$ cat src/rtl/multicycle_control_unit_pkg.sv
// -----------------------------------------------------------------------------
// multicycle_control_unit_pkg
// Shared encodings for the multicycle MIPS control unit:
//   - FSM state codes (also exported on the debug `state` port)
//   - opcode / funct field constants
//   - ALUOp and PCSrc select codes
//   - ctrl_t: bundle of every datapath control line driven by the FSM
// -----------------------------------------------------------------------------
package multicycle_control_unit_pkg;

    typedef enum logic [3:0] {
        S_IF     = 4'b0000,
        S_ID     = 4'b0001,
        S_EXE_AL = 4'b0010,
        S_EXE_LS = 4'b0011,
        S_EXE_BR = 4'b0100,
        S_MEM    = 4'b0101,
        S_WB_AL  = 4'b0110,
        S_WB_LD  = 4'b0111,
        S_HALT   = 4'b1000
    } state_e;

    // Opcodes (IR[31:26])
    localparam logic [5:0] OP_RTYPE = 6'b000000;
    localparam logic [5:0] OP_ADDI  = 6'b001000;
    localparam logic [5:0] OP_ORI   = 6'b001101;
    localparam logic [5:0] OP_LW    = 6'b100011;
    localparam logic [5:0] OP_SW    = 6'b101011;
    localparam logic [5:0] OP_BEQ   = 6'b000100;
    localparam logic [5:0] OP_J     = 6'b000010;
    localparam logic [5:0] OP_HALT  = 6'b111111;

    // R-type funct codes (IR[5:0])
    localparam logic [5:0] FN_ADD = 6'b100000;
    localparam logic [5:0] FN_SUB = 6'b100010;
    localparam logic [5:0] FN_AND = 6'b100100;
    localparam logic [5:0] FN_OR  = 6'b100101;
    localparam logic [5:0] FN_SLT = 6'b101010;

    typedef enum logic [2:0] {
        ALU_ADD = 3'b000,
        ALU_SUB = 3'b001,
        ALU_AND = 3'b010,
        ALU_OR  = 3'b011,
        ALU_SLT = 3'b100
    } alu_op_e;

    typedef enum logic [1:0] {
        PC_PLUS4  = 2'b00,
        PC_BRANCH = 2'b01,
        PC_JUMP   = 2'b10
    } pc_src_e;

    typedef struct packed {
        logic    pc_write;
        logic    ir_write;
        logic    reg_write;
        logic    mem_read;
        logic    mem_write;
        logic    alu_src_b;
        logic    ext_sel;
        logic    reg_dst;
        logic    mem_to_reg;
        pc_src_e pc_src;
        alu_op_e alu_op;
        logic    halted;
    } ctrl_t;

endpackage

$ cat src/rtl/multicycle_control_unit_if.sv
// -----------------------------------------------------------------------------
// multicycle_control_unit_if
// Control-unit <-> datapath bundle.
//   master : the control unit (consumes IR fields + zero, drives controls)
//   slave  : the datapath side (drives IR fields + zero, consumes controls)
// Signals: opcode[5:0], funct[5:0], zero, PCWrite, IRWrite, RegWrite,
//          MemRead, MemWrite, ALUSrcB, ExtSel, RegDst, MemtoReg,
//          PCSrc[1:0], ALUOp[2:0], state[3:0] (debug), halted.
// -----------------------------------------------------------------------------
interface multicycle_control_unit_if;
    logic [5:0] opcode;
    logic [5:0] funct;
    logic       zero;
    logic       PCWrite;
    logic       IRWrite;
    logic       RegWrite;
    logic       MemRead;
    logic       MemWrite;
    logic       ALUSrcB;
    logic       ExtSel;
    logic       RegDst;
    logic       MemtoReg;
    logic [1:0] PCSrc;
    logic [2:0] ALUOp;
    logic [3:0] state;
    logic       halted;

    modport master (
        input  opcode, funct, zero,
        output PCWrite, IRWrite, RegWrite, MemRead, MemWrite,
               ALUSrcB, ExtSel, RegDst, MemtoReg, PCSrc, ALUOp,
               state, halted
    );

    modport slave (
        output opcode, funct, zero,
        input  PCWrite, IRWrite, RegWrite, MemRead, MemWrite,
               ALUSrcB, ExtSel, RegDst, MemtoReg, PCSrc, ALUOp,
               state, halted
    );
endinterface

$ cat src/rtl/multicycle_control_unit_alu_op_decode.sv
// -----------------------------------------------------------------------------
// alu_op_decode
// Purely combinational ALU operation decoder.
//   opcode[5:0], funct[5:0] : instruction fields from the IR
//   alu_op[2:0]             : ALU operation for this instruction
//   legal                   : 1 when the instruction maps to a known ALU
//                             operation (R-type legality is judged by funct)
// -----------------------------------------------------------------------------
module alu_op_decode
    import multicycle_control_unit_pkg::*;
(
    input  logic [5:0] opcode,
    input  logic [5:0] funct,
    output alu_op_e    alu_op,
    output logic       legal
);

    always_comb begin
        // NOTE: defaults first so every path assigns both outputs; no latches.
        alu_op = ALU_ADD;
        legal  = 1'b0;
        case (opcode)
            OP_RTYPE: begin
                legal = 1'b1;
                case (funct)
                    FN_ADD:  alu_op = ALU_ADD;
                    FN_SUB:  alu_op = ALU_SUB;
                    FN_AND:  alu_op = ALU_AND;
                    FN_OR:   alu_op = ALU_OR;
                    FN_SLT:  alu_op = ALU_SLT;
                    default: legal  = 1'b0;
                endcase
            end
            OP_ADDI, OP_LW, OP_SW: begin
                alu_op = ALU_ADD;
                legal  = 1'b1;
            end
            OP_ORI: begin
                alu_op = ALU_OR;
                legal  = 1'b1;
            end
            OP_BEQ: begin
                alu_op = ALU_SUB;
                legal  = 1'b1;
            end
            default: ;
        endcase
    end

endmodule

$ cat src/rtl/multicycle_control_unit.sv
// -----------------------------------------------------------------------------
// multicycle_control_unit
// Main control FSM of the multicycle MIPS CPU. Walks each instruction through
// fetch / decode / execute / memory / write-back and drives every datapath
// select and write enable.
//   CLK   : rising-edge clock
//   Reset : asynchronous, active-high; forces the FSM to fetch
//   bus   : control bundle (master side), see multicycle_control_unit_if
// All outputs are combinational from (state, opcode, funct, zero).
// -----------------------------------------------------------------------------
module multicycle_control_unit
    import multicycle_control_unit_pkg::*;
(
    input  logic                      CLK,
    input  logic                      Reset,
    multicycle_control_unit_if.master bus
);

    state_e  state_q;
    state_e  state_d;
    ctrl_t   ctrl;
    alu_op_e dec_alu_op;
    logic    dec_legal;
    logic    is_rtype;

    assign is_rtype = (bus.opcode == OP_RTYPE);

    alu_op_decode u_alu_op_decode (
        .opcode (bus.opcode),
        .funct  (bus.funct),
        .alu_op (dec_alu_op),
        .legal  (dec_legal)
    );

    // State register
    always_ff @(posedge CLK or posedge Reset) begin
        // NOTE: non-blocking so every flop samples pre-edge values.
        if (Reset) state_q <= S_IF;
        else       state_q <= state_d;
    end

    // Next-state logic
    always_comb begin
        state_d = S_IF;
        case (state_q)
            S_IF: state_d = S_ID;
            S_ID: begin
                case (bus.opcode)
                    // An R-type with an unknown funct falls back to a NOP.
                    OP_RTYPE:        state_d = dec_legal ? S_EXE_AL : S_IF;
                    OP_ADDI, OP_ORI: state_d = S_EXE_AL;
                    OP_LW, OP_SW:    state_d = S_EXE_LS;
                    OP_BEQ:          state_d = S_EXE_BR;
                    OP_HALT:         state_d = S_HALT;
                    default:         state_d = S_IF;  // j completes in decode; NOPs
                endcase
            end
            S_EXE_AL: state_d = S_WB_AL;
            S_EXE_LS: state_d = S_MEM;
            S_MEM:    state_d = (bus.opcode == OP_LW) ? S_WB_LD : S_IF;
            S_HALT:   state_d = S_HALT;
            default:  state_d = S_IF;  // S_WB_AL, S_WB_LD, S_EXE_BR, unused codes
        endcase
    end

    // Output decode
    always_comb begin
        ctrl = '0;
        case (state_q)
            S_IF: begin
                ctrl.pc_write = 1'b1;
                ctrl.ir_write = 1'b1;
                ctrl.pc_src   = PC_PLUS4;
            end
            S_ID: begin
                if (bus.opcode == OP_J) begin
                    ctrl.pc_write = 1'b1;
                    ctrl.pc_src   = PC_JUMP;
                end
            end
            // Write-back keeps the execute-stage ALU setup so ALUOut stays stable.
            S_EXE_AL, S_WB_AL: begin
                ctrl.alu_src_b = !is_rtype;
                ctrl.ext_sel   = (bus.opcode == OP_ADDI);
                ctrl.alu_op    = dec_alu_op;
                if (state_q == S_WB_AL) begin
                    ctrl.reg_write = 1'b1;
                    ctrl.reg_dst   = is_rtype;
                end
            end
            S_EXE_LS: begin
                ctrl.alu_src_b = 1'b1;
                ctrl.ext_sel   = 1'b1;
                ctrl.alu_op    = ALU_ADD;
            end
            S_MEM: begin
                ctrl.mem_read  = (bus.opcode == OP_LW);
                ctrl.mem_write = (bus.opcode == OP_SW);
            end
            S_WB_LD: begin
                ctrl.reg_write  = 1'b1;
                ctrl.mem_to_reg = 1'b1;
            end
            S_EXE_BR: begin
                ctrl.alu_op   = ALU_SUB;
                ctrl.pc_src   = PC_BRANCH;
                ctrl.pc_write = bus.zero;  // taken only when rs == rt
            end
            S_HALT:  ctrl.halted = 1'b1;
            default: ;
        endcase
    end

    assign bus.PCWrite  = ctrl.pc_write;
    assign bus.IRWrite  = ctrl.ir_write;
    assign bus.RegWrite = ctrl.reg_write;
    assign bus.MemRead  = ctrl.mem_read;
    assign bus.MemWrite = ctrl.mem_write;
    assign bus.ALUSrcB  = ctrl.alu_src_b;
    assign bus.ExtSel   = ctrl.ext_sel;
    assign bus.RegDst   = ctrl.reg_dst;
    assign bus.MemtoReg = ctrl.mem_to_reg;
    assign bus.PCSrc    = ctrl.pc_src;
    assign bus.ALUOp    = ctrl.alu_op;
    assign bus.state    = state_q;
    assign bus.halted   = ctrl.halted;

endmodule
$ cat src/flat_wrapper.sv
// flat-port wrapper written by rule: the top's interface ports become plain ports
module multicycle_control_unit_flat import multicycle_control_unit_pkg::*;
  (CLK, Reset, bus_opcode, bus_funct, bus_zero, bus_PCWrite, bus_IRWrite, bus_RegWrite, bus_MemRead, bus_MemWrite, bus_ALUSrcB, bus_ExtSel, bus_RegDst, bus_MemtoReg, bus_PCSrc, bus_ALUOp, bus_state, bus_halted);
  multicycle_control_unit_if bus_i ();
  input  logic CLK;
  input  logic Reset;
  input wire logic [$bits(bus_i.opcode)-1:0] bus_opcode;
  input wire logic [$bits(bus_i.funct)-1:0] bus_funct;
  input wire logic [$bits(bus_i.zero)-1:0] bus_zero;
  output wire logic [$bits(bus_i.PCWrite)-1:0] bus_PCWrite;
  output wire logic [$bits(bus_i.IRWrite)-1:0] bus_IRWrite;
  output wire logic [$bits(bus_i.RegWrite)-1:0] bus_RegWrite;
  output wire logic [$bits(bus_i.MemRead)-1:0] bus_MemRead;
  output wire logic [$bits(bus_i.MemWrite)-1:0] bus_MemWrite;
  output wire logic [$bits(bus_i.ALUSrcB)-1:0] bus_ALUSrcB;
  output wire logic [$bits(bus_i.ExtSel)-1:0] bus_ExtSel;
  output wire logic [$bits(bus_i.RegDst)-1:0] bus_RegDst;
  output wire logic [$bits(bus_i.MemtoReg)-1:0] bus_MemtoReg;
  output wire logic [$bits(bus_i.PCSrc)-1:0] bus_PCSrc;
  output wire logic [$bits(bus_i.ALUOp)-1:0] bus_ALUOp;
  output wire logic [$bits(bus_i.state)-1:0] bus_state;
  output wire logic [$bits(bus_i.halted)-1:0] bus_halted;
  assign bus_i.opcode = bus_opcode;
  assign bus_i.funct = bus_funct;
  assign bus_i.zero = bus_zero;
  assign bus_PCWrite = bus_i.PCWrite;
  assign bus_IRWrite = bus_i.IRWrite;
  assign bus_RegWrite = bus_i.RegWrite;
  assign bus_MemRead = bus_i.MemRead;
  assign bus_MemWrite = bus_i.MemWrite;
  assign bus_ALUSrcB = bus_i.ALUSrcB;
  assign bus_ExtSel = bus_i.ExtSel;
  assign bus_RegDst = bus_i.RegDst;
  assign bus_MemtoReg = bus_i.MemtoReg;
  assign bus_PCSrc = bus_i.PCSrc;
  assign bus_ALUOp = bus_i.ALUOp;
  assign bus_state = bus_i.state;
  assign bus_halted = bus_i.halted;
  multicycle_control_unit u_core (.CLK(CLK), .Reset(Reset), .bus(bus_i));
endmodule
$ cat config.mk
export PLATFORM = sky130hd
export DESIGN_NAME = multicycle_control_unit_flat
export DESIGN_NICKNAME = d
export VERILOG_FILES = /design/src/rtl/multicycle_control_unit_pkg.sv /design/src/rtl/multicycle_control_unit_if.sv /design/src/rtl/multicycle_control_unit_alu_op_decode.sv /design/src/rtl/multicycle_control_unit.sv /design/src/flat_wrapper.sv
export SDC_FILE = /design/constraint.sdc
export NUM_CORES = 1
export LEC_CHECK = 0
export ABC_AREA = 1
export BUFFER_PORTS_ARGS = -buffer_cell sky130_fd_sc_hd__buf_2
export CORE_MARGIN = 2
export CORE_UTILIZATION = 40
export DETAILED_ROUTE_END_ITERATION = 8
export GPL_TIMING_DRIVEN = 0
export PLACE_DENSITY = 0.72
export SYNTH_ARGS = -nofsm -noshare
export SYNTH_HDL_FRONTEND = slang
export SYNTH_HIERARCHICAL = 1
export SYNTH_SLANG_ARGS = --single-unit
$ cat constraint.sdc
create_clock -name CLK -period 3.4 [get_ports CLK]
set_clock_uncertainty 0.15 [all_clocks]
set_input_delay 0.68 -clock CLK [delete_from_list [all_inputs] [get_ports CLK]]
set_output_delay 0.68 -clock CLK [all_outputs]
set_load 0.02 [all_outputs]
---- After elaboration in Yosys (flattened, before gate mapping) ----
Index checks and enable logic that the tools add are counted.
operators by class
  eq/ne operators ......................... 20
  reductions and logical operators ........ 8
  multiplexer cells ....................... 22
operator list
  cell                number
  $eq 6x6->1 const B  8
  $pmux 4 s6          1
  $pmux 4 s5          1
  $eq 4x3->1 const B  4
  $eq 6x4->1 const B  2
  $pmux 3 s4          1
  $reduce_or 5->1     2
  $pmux 3 s3          1
  $eq 4x2->1 const B  2
  $mux 1              8
  $pmux 2 s2          2
  $eq 6x2->1 const B  1
  $eq 6x3->1 const B  1
  $logic_not 6->1     1
  $mux 2              3
  $pmux 3 s2          1
  $reduce_or 2->1     3
  $eq 4x1->1 const B  1
  $eq 4x4->1 const B  1
  $logic_not 4->1     1
  $pmux 1 s2          2
  $mux 3              1
  $pmux 1 s3          1
  $logic_not 1->1     1
word-level totals
  output and inout bits ................... 19
  bits in registers ....................... 4
  input port bits ......................... 15
  word-level logic and storage cells ...... 51

---- Longest topological paths before layout ----
Gate-level depths: netlist (run 1).
  word-level depth ........................ 7
  depth in mapped cells ................... 10

---- Hierarchy ----
The synthesis (run 1) kept the hierarchy.
modules (own cells, without submodules)
  module                   area an instance (um^2)  cells an instance  instances  seq. area each (um^2)
  multicycle_control_unit  469.2                    82                 1          100.1
  alu_op_decode            191.4                    41                 1          0.0

---- Worst setup path after synthesis (run 1) ----
OpenSTA, ideal clock, no wires.
  kind .................................... input to output
  start point ............................. input port bus_opcode[4]
  end point ............................... output port bus_RegDst
  setup slack ............................. 0.914 ns
  arrival time ............................ 1.656 ns
  cell stages on the path ................. 5
  buffers on the path ..................... 0
  required time ........................... 2.570 ns
  path through ............................ inv_1 nand2_1 nor2_1 nand2_1 nor4_1
between the ends
  cells in the longest elaborated chain, start to end .. 3
RTL lines
  item             RTL line                       text
  from (decl)      flat_wrapper.sv:7              input wire logic [$bits(bus_i.opcode)-1:0] bus_opcode;
  $logic_not 6->1  multicycle_control_unit.sv:26  assign is_rtype = (bus.opcode == OP_RTYPE);
  $mux 1           multicycle_control_unit.sv:86  if (state_q == S_WB_AL) begin
  $mux 1           multicycle_control_unit.sv:69  case (state_q)
  to (decl)        flat_wrapper.sv:17             output wire logic [$bits(bus_i.RegDst)-1:0] bus_RegDst;
Every way passes these cells.

---- Worst setup path in the final report (run 1) ----
  start point ............................. input port bus_opcode[0]
  end point ............................... output port bus_ALUOp[0]
between the ends
  cells in the longest elaborated chain, start to end .. 3
RTL lines
  item                                RTL line                                     text
  $eq 6x3->1 (tied with other cells)  multicycle_control_unit_alu_op_decode.sv:22  case (opcode)
  $pmux 3 s3 *                        multicycle_control_unit_alu_op_decode.sv:22
  net u_core.dec_alu_op[0]            multicycle_control_unit.sv:22                alu_op_e dec_alu_op;
  $pmux 3 s2 *                        multicycle_control_unit.sv:69
  to (decl)                           flat_wrapper.sv:20                           output wire logic [$bits(bus_i.ALUOp)-1:0] bus_ALUOp;
The timed path passes the listed nets; every way through them passes the cells marked *.

==> results of run 1 <==
==> area by class of cell <==
| cell class | count | area (sq um) |
|---|---|---|
| Fill cell | 184 | 656 |
| Multi-Input combinational cell | 96 | 474 |
| Timing Repair Buffer | 33 | 165 |
| Sequential cell | 4 | 100 |
| Inverter | 23 | 86.3 |
| Clock buffer | 3 | 22.5 |
| Tap cell | 16 | 20.0 |
==> cell usage in the layout (no fill, tap or decap) <==
master    Yosys  layout
buf_2         0      33
nand2_2       3       3
nand3_1       9       9
nand4_1       6       6
a21oi_1       1       1
nor2_2        6       6
inv_2         4       4
nor3_1        1       1
nor2_1       31      31
o21ai_0       2       2
inv_1        19      19
dfrtp_1       4       4
a31o_2        2       2
nor3_2        2       2
o211ai_1      1       1
nand2_1      26      26
nand3b_1      1       1
nor4_1        1       1
nand3_2       2       2
nor2_4        2       2
clkbuf_4      0       3
==> stage by stage <==
step | power, uW | setup WS (ps) | hold slack [ps] | utilization | cell area (sq um)
floorplan | 237 | 914 | 296 | - | 661
global placement | 302 | 906 | 408 | 0.555 | 846
detailed placement | 305 | 884 | 413 | 0.555 | 846
CTS | 365 | 880 | 164 | 0.570 | 868
global route | 390 | 741 | 173 | 0.570 | 868
finish | 364 | 889 | 167 | 0.570 | 868
==> path summary, 6_finish.rpt <==
| path | cells past startpoint | end | slack (ps) |
|---|---|---|---|
| min in group CLK | 5 | u_core/bus.state[1] | 580 |
| max in group asynchronous | 2 | u_core/bus.state[3] | 2780 |
| min reg2reg | 5 | u_core/bus.state[1] | 580 |
| max | 8 | bus_ALUOp[0] | 890 |
| max reg2reg | 7 | u_core/bus.state[2] | 2110 |
| min | 2 | u_core/bus.state[0] | 170 |
==> per-layer routing <==
metal	GRT usage	up-vias	routed length, um
met5	0	-	0
met4	0.0727	0	0
li1	-	460	-
met2	0.293	21	835
met1	0.234	380	834
met3	0.0245	0	86
==> kinds of logic after synthesis <==
logic type / after synthesis / share of synthesized area
AND/OR/NAND/NOR: 90 / 0.657
buffers and inverters: 23 / 0.131
AO/OA/AOI/OAI: 6 / 0.0606
flip-flops: 4 / 0.152
==> where the power goes <==
part           total [uW]  switching (uW)  internal, uW
Clock                57.2            17.8          39.4
Sequential           74.3            14.9          59.4
Combinational         233             158          74.2
==> critical path, cell delays in order <==
cell and delay [ps]:
buf_2 150, nor2_2 170, nand3_2 130, nor2_2 140
nand2_1 50, nand2_1 60, a31o_2 140, buf_2 150
==> flow_metrics.py, run 1 <==
metrics = {
    "floorplanning": {
        "die_x_um": 44.6,
        "die_y_um": 44.6,
        "start_util": 0.433,
        "die_area_sq_um": 1990,
        "pin_count": 34,
        "row_count": 14,
        "core_area_sq_um": 1520,
    },
    "global_routing": {
        "grt_max_degree": 10,
        "first_global_vias": 671,
        "grt_use_total": 0.179,
        "grt_pass1_wl_um": 2640,
        "grt_overflow": 0,
        "grt_antenna_before_repair": 0,
    },
    "min_path": {
        "worstHoldPathType": "input pin to asynchronous set/reset pin",
    },
    "finish": {
        "flow.area_growth_from_synthesis_pct": 31.4,
        "layout.cells.non_filler": 175,
        "diodes": 0,
        "drive_above_1_share": 0.358,
        "largest_register_ffs": 4,
        "nets": 176,
    },
    "power_and_ir_drop": {
        "leakagePower_uw": 0.000525,
        "power.density_nw_per_um2": 419,
        "irDropWorstVdd_mv": 0.239,
    },
    "route": {
        "drc_errors": 0,
        "drt_iter0_markers": 11,
        "drt-vias-per-instance": 4.92,
        "drtAntennaViolNets": 0,
        "wire_per_inst_um": 10.0,
        "routed_wl_um": 1760,
        "vias": 861,
        "first_pass_iters": 4,
    },
    "logic_synthesis": {
        "synth_seq_cells": 4,
        "ys_types": 19,
        "synth_top_area_frac": 0.176,
        "synth_nets": 138,
        "yosysTopAreaCell": "nor2_1",
        "ys_seq_area_frac": 0.152,
        "synthTopCellsByCount": "nor2_1 (31), nand2_1 (26), inv_1 (19), nand3_1 (9)",
        "yosysMostFrequentCell": "nor2_1",
        "ys.flop_type": "dfrtp_1",
        "syn_avg_cell_area_sq_um": 5.37,
        "async_flop_share": 1.00,
        "synthesis.area_sq_um": 661,
        "ys_warn_count": 6,
        "netlist_top_cells_area": "nor2_1 (18%), dfrtp_1 (15%), nand2_1 (15%)",
        "syn_inst": 123,
        "synth_edf_count": 0,
    },
    "critical_path": {
        "path_max_fanout": 9,
        "cp-start-kind": "input pin",
        "required_ps": 2570,
        "crit_arrival_ps": 1680,
        "critPathKind": "input pin to output port",
        "setup.worst_path.end_class": "output port",
        "startpoint": "bus_opcode[0]",
        "reg2reg_from": "u_core/bus.state[3]",
    },
    "clocking": {
        "root_buffer": "clkbuf_4",
        "clock-sinks": 4,
        "cts_resized": 0,
        "clk_pin_slew_ps": 40,
        "cts_made_buffers": 3,
        "clk_latency_ps": 230,
        "ctsHoldBuffers": 0,
        "cts_tree": "done",
        "cts_setup_buffers": 0,
        "clk_path_buf_depth": 2,
        "ctsHtreeMaxLevel": 1,
    },
    "sta": {
        "final-max-slew-violation-count": 0,
        "rsz0062_at_grt": "false",
        "setup_tns_ps": 0,
        "worstMarginPinSlew_ps": 236,
        "relSlewSlack": 0.842,
        "setup_violations": 0,
        "hold_viol_final": 0,
        "fin_crit_sh": 0.738,
        "fin_crit_ps": 2510,
        "max_freq_ghz": 0.398,
    },
    "placement": {
        "dp_hpwl_um": 1450,
        "gp_congestion": 0.785,
        "dpl.cell_count": 172,
        "port_buffers": 33,
    },
    "status": {
        "status": "complete, no violations",
    },
    "job": {
        "maxCapViolCount": 0,
    },
}
No activity file was read; power rests on OpenSTA's default activity.
==> run 2: changes to the inputs <==
Settings changed: PLACE_DENSITY 0.72 to 0.75.
Clock period 3.4 ns to 2.2 ns, I/O delays scaled along.
==> flow_metrics.py, run 2 (synthesis gave the netlist of run 1 again) <==
metrics = {
    "clocking": {
        "root_buffer": "clkbuf_4",
        "clock-sinks": 4,
        "ctsHtreeMaxLevel": 1,
        "cts_made_buffers": 3,
        "cts_tree": "done",
        "clk_pin_slew_ps": 40,
        "clk_latency_ps": 230,
        "clk_path_buf_depth": 2,
    },
    "critical_path": {
        "path_max_fanout": 9,
        "rrSetupSlack_ps": 900,
        "worstRegToRegCells": 7,
        "r2r_end": "u_core/bus.state[2]",
        "crit_chain": "buf_2 > nor2_2 > nand3_2 > nor2_2 > nand2_1 > nand2_1 > a31o_2 > buf_2",
        "setup.worst_path.end_class": "output port",
        "slowest_stage": "nor2_2",
        "required_ps": 1610,
        "cp-start-kind": "input pin",
        "reg2reg_from": "u_core/bus.state[3]",
        "max_stage_delay_ps": 180,
        "crit_arrival_ps": 1460,
        "critPathKind": "input pin to output port",
    },
    "finish": {
        "n_fill_cell": 158,
        "layout.cells.non_filler": 176,
        "diodes": 0,
        "largest_register_ffs": 4,
        "flow.area_growth_from_synthesis_pct": 33.0,
        "drive_above_1_share": 0.356,
        "final_cell_mix": "buf_2 (33), nor2_1 (31), nand2_1 (26)",
        "final_common_cell": "buf_2",
        "nets": 177,
        "design_area_sq_um": 878,
    },
    "route": {
        "dr_wl_met3_um": 90,
        "first_pass_iters": 4,
        "routed_wl_um": 1670,
        "vias": 849,
        "wl_met2_um": 749,
        "drc_errors": 0,
        "drt-vias-per-instance": 4.82,
        "wire_per_inst_um": 9.48,
        "top_layer_used": "met3",
        "drtAntennaViolNets": 0,
        "drt_iter0_markers": 22,
        "met1Wirelength_um": 827,
    },
    "min_path": {
        "min-delay-start": "bus_opcode[2]",
        "hold_depth": 3,
        "holdPathEnd": "u_core/bus.state[2]",
        "worstHoldPathType": "input pin to flip-flop",
    },
    "power_and_ir_drop": {
        "power.density_nw_per_um2": 639,
        "seq_power_share": 0.205,
        "total_power_uw": 561,
        "p_int_uw": 268,
        "pwr-share-comb": 0.636,
        "leakagePower_uw": 0.000529,
        "switching_share": 0.522,
        "clock_power_share": 0.158,
        "irDropWorstVdd_mv": 0.361,
        "p_sw_uw": 293,
    },
    "floorplanning": {
        "die_area_sq_um": 1990,
        "core_area_sq_um": 1520,
        "pin_count": 34,
        "row_count": 14,
        "die_y_um": 44.6,
        "start_util": 0.433,
        "die_x_um": 44.6,
    },
    "global_routing": {
        "grt_overflow": 0,
        "first_global_vias": 677,
        "grt_max_degree": 10,
        "grt_pass1_wl_um": 2680,
        "grt_antenna_before_repair": 0,
        "grt_use_total": 0.177,
    },
    "placement": {
        "place_area_sq_um": 846,
        "gp_congestion": 0.818,
        "dp_hpwl_um": 1430,
        "dpl.cell_count": 172,
        "pre_cts_slack_ps": 157,
        "port_buffers": 33,
    },
    "sta": {
        "setup_tns_ps": 0,
        "fin_crit_ps": 2050,
        "hold_viol_final": 0,
        "fin_crit_sh": 0.932,
        "max_freq_ghz": 0.488,
        "setup_violations": 0,
        "worstMarginPinSlew_ps": 242,
        "relSlewSlack": 0.838,
        "final-max-slew-violation-count": 0,
        "rsz0062_at_grt": "false",
        "setup_ws_ps": 150,
    },
    "job": {
        "maxCapViolCount": 0,
    },
    "status": {
        "status": "complete, no violations",
    },
}
==> run 2: through the flow <==
| step | utilization | hold slack [ps] |
|---|---|---|
| floorplan | - | 56.1 |
| global placement | 0.555 | 167 |
| detailed placement | 0.555 | 173 |
| CTS | 0.576 | 373 |
| global route | 0.576 | 391 |
| finish | 0.576 | 379 |
==> run 2: worst max path at each step <==
| stage | start | endpoint | slack (ps) | depth (start not counted) |
|---|---|---|---|---|
| floorplan | bus_opcode[4] | bus_RegDst | 190 | 5 |
| global placement | bus_opcode[0] | bus_ALUOp[0] | 190 | 8 |
| detailed placement | bus_opcode[0] | bus_ALUOp[0] | 160 | 8 |
| CTS | bus_opcode[0] | bus_ALUOp[0] | 160 | 8 |
| global route | bus_opcode[2] | bus_ALUOp[0] | 20 | 9 |
| finish | bus_opcode[0] | bus_ALUOp[0] | 150 | 8 |
==> run 2: cell type report <==
| type | count | area [sq um] | share of cell area |
|---|---|---|---|
| Clock buffer | 3 | 22.5 | 0.0256 |
| Inverter | 23 | 86.3 | 0.0983 |
| Multi-Input combinational cell | 96 | 474 | 0.540 |
| Sequential cell | 4 | 100 | 0.114 |
| Tap cell | 16 | 20.0 | 0.0228 |
| Timing Repair Buffer | 34 | 175 | 0.199 |
==> run 2: worst max-delay path, delay by kind of cell <==
| kind | cells | cell delay [ps] |
|---|---|---|
| compound gates | 1 | 140 |
| simple gates | 5 | 580 |
| buf+inv | 2 | 300 |
==> run 2: power by group through the flow <==
stage,Combinational (uW),Sequential [uW],Clock [uW]
global placement,351,116,0
CTS,359,116,92.1
detailed placement,357,116,0
floorplan,231,136,0
global route,392,118,97.9
finish,357,115,89.0
==> run 2: metal layers <==
| metal | GRT usage | vias to the layer above |
|---|---|---|
| li1 | - | 463 |
| met1 | 0.246 | 359 |
| met2 | 0.281 | 27 |
| met3 | 0.0122 | 0 |
| met4 | 0.0727 | 0 |
| met5 | 0 | - |
==> run 2: what timing repair did <==
item	CTS	global route
endpoints found under the hold margin	4	0
resized for setup	0	0
buffers inserted	0	0
hold buffers	1	0
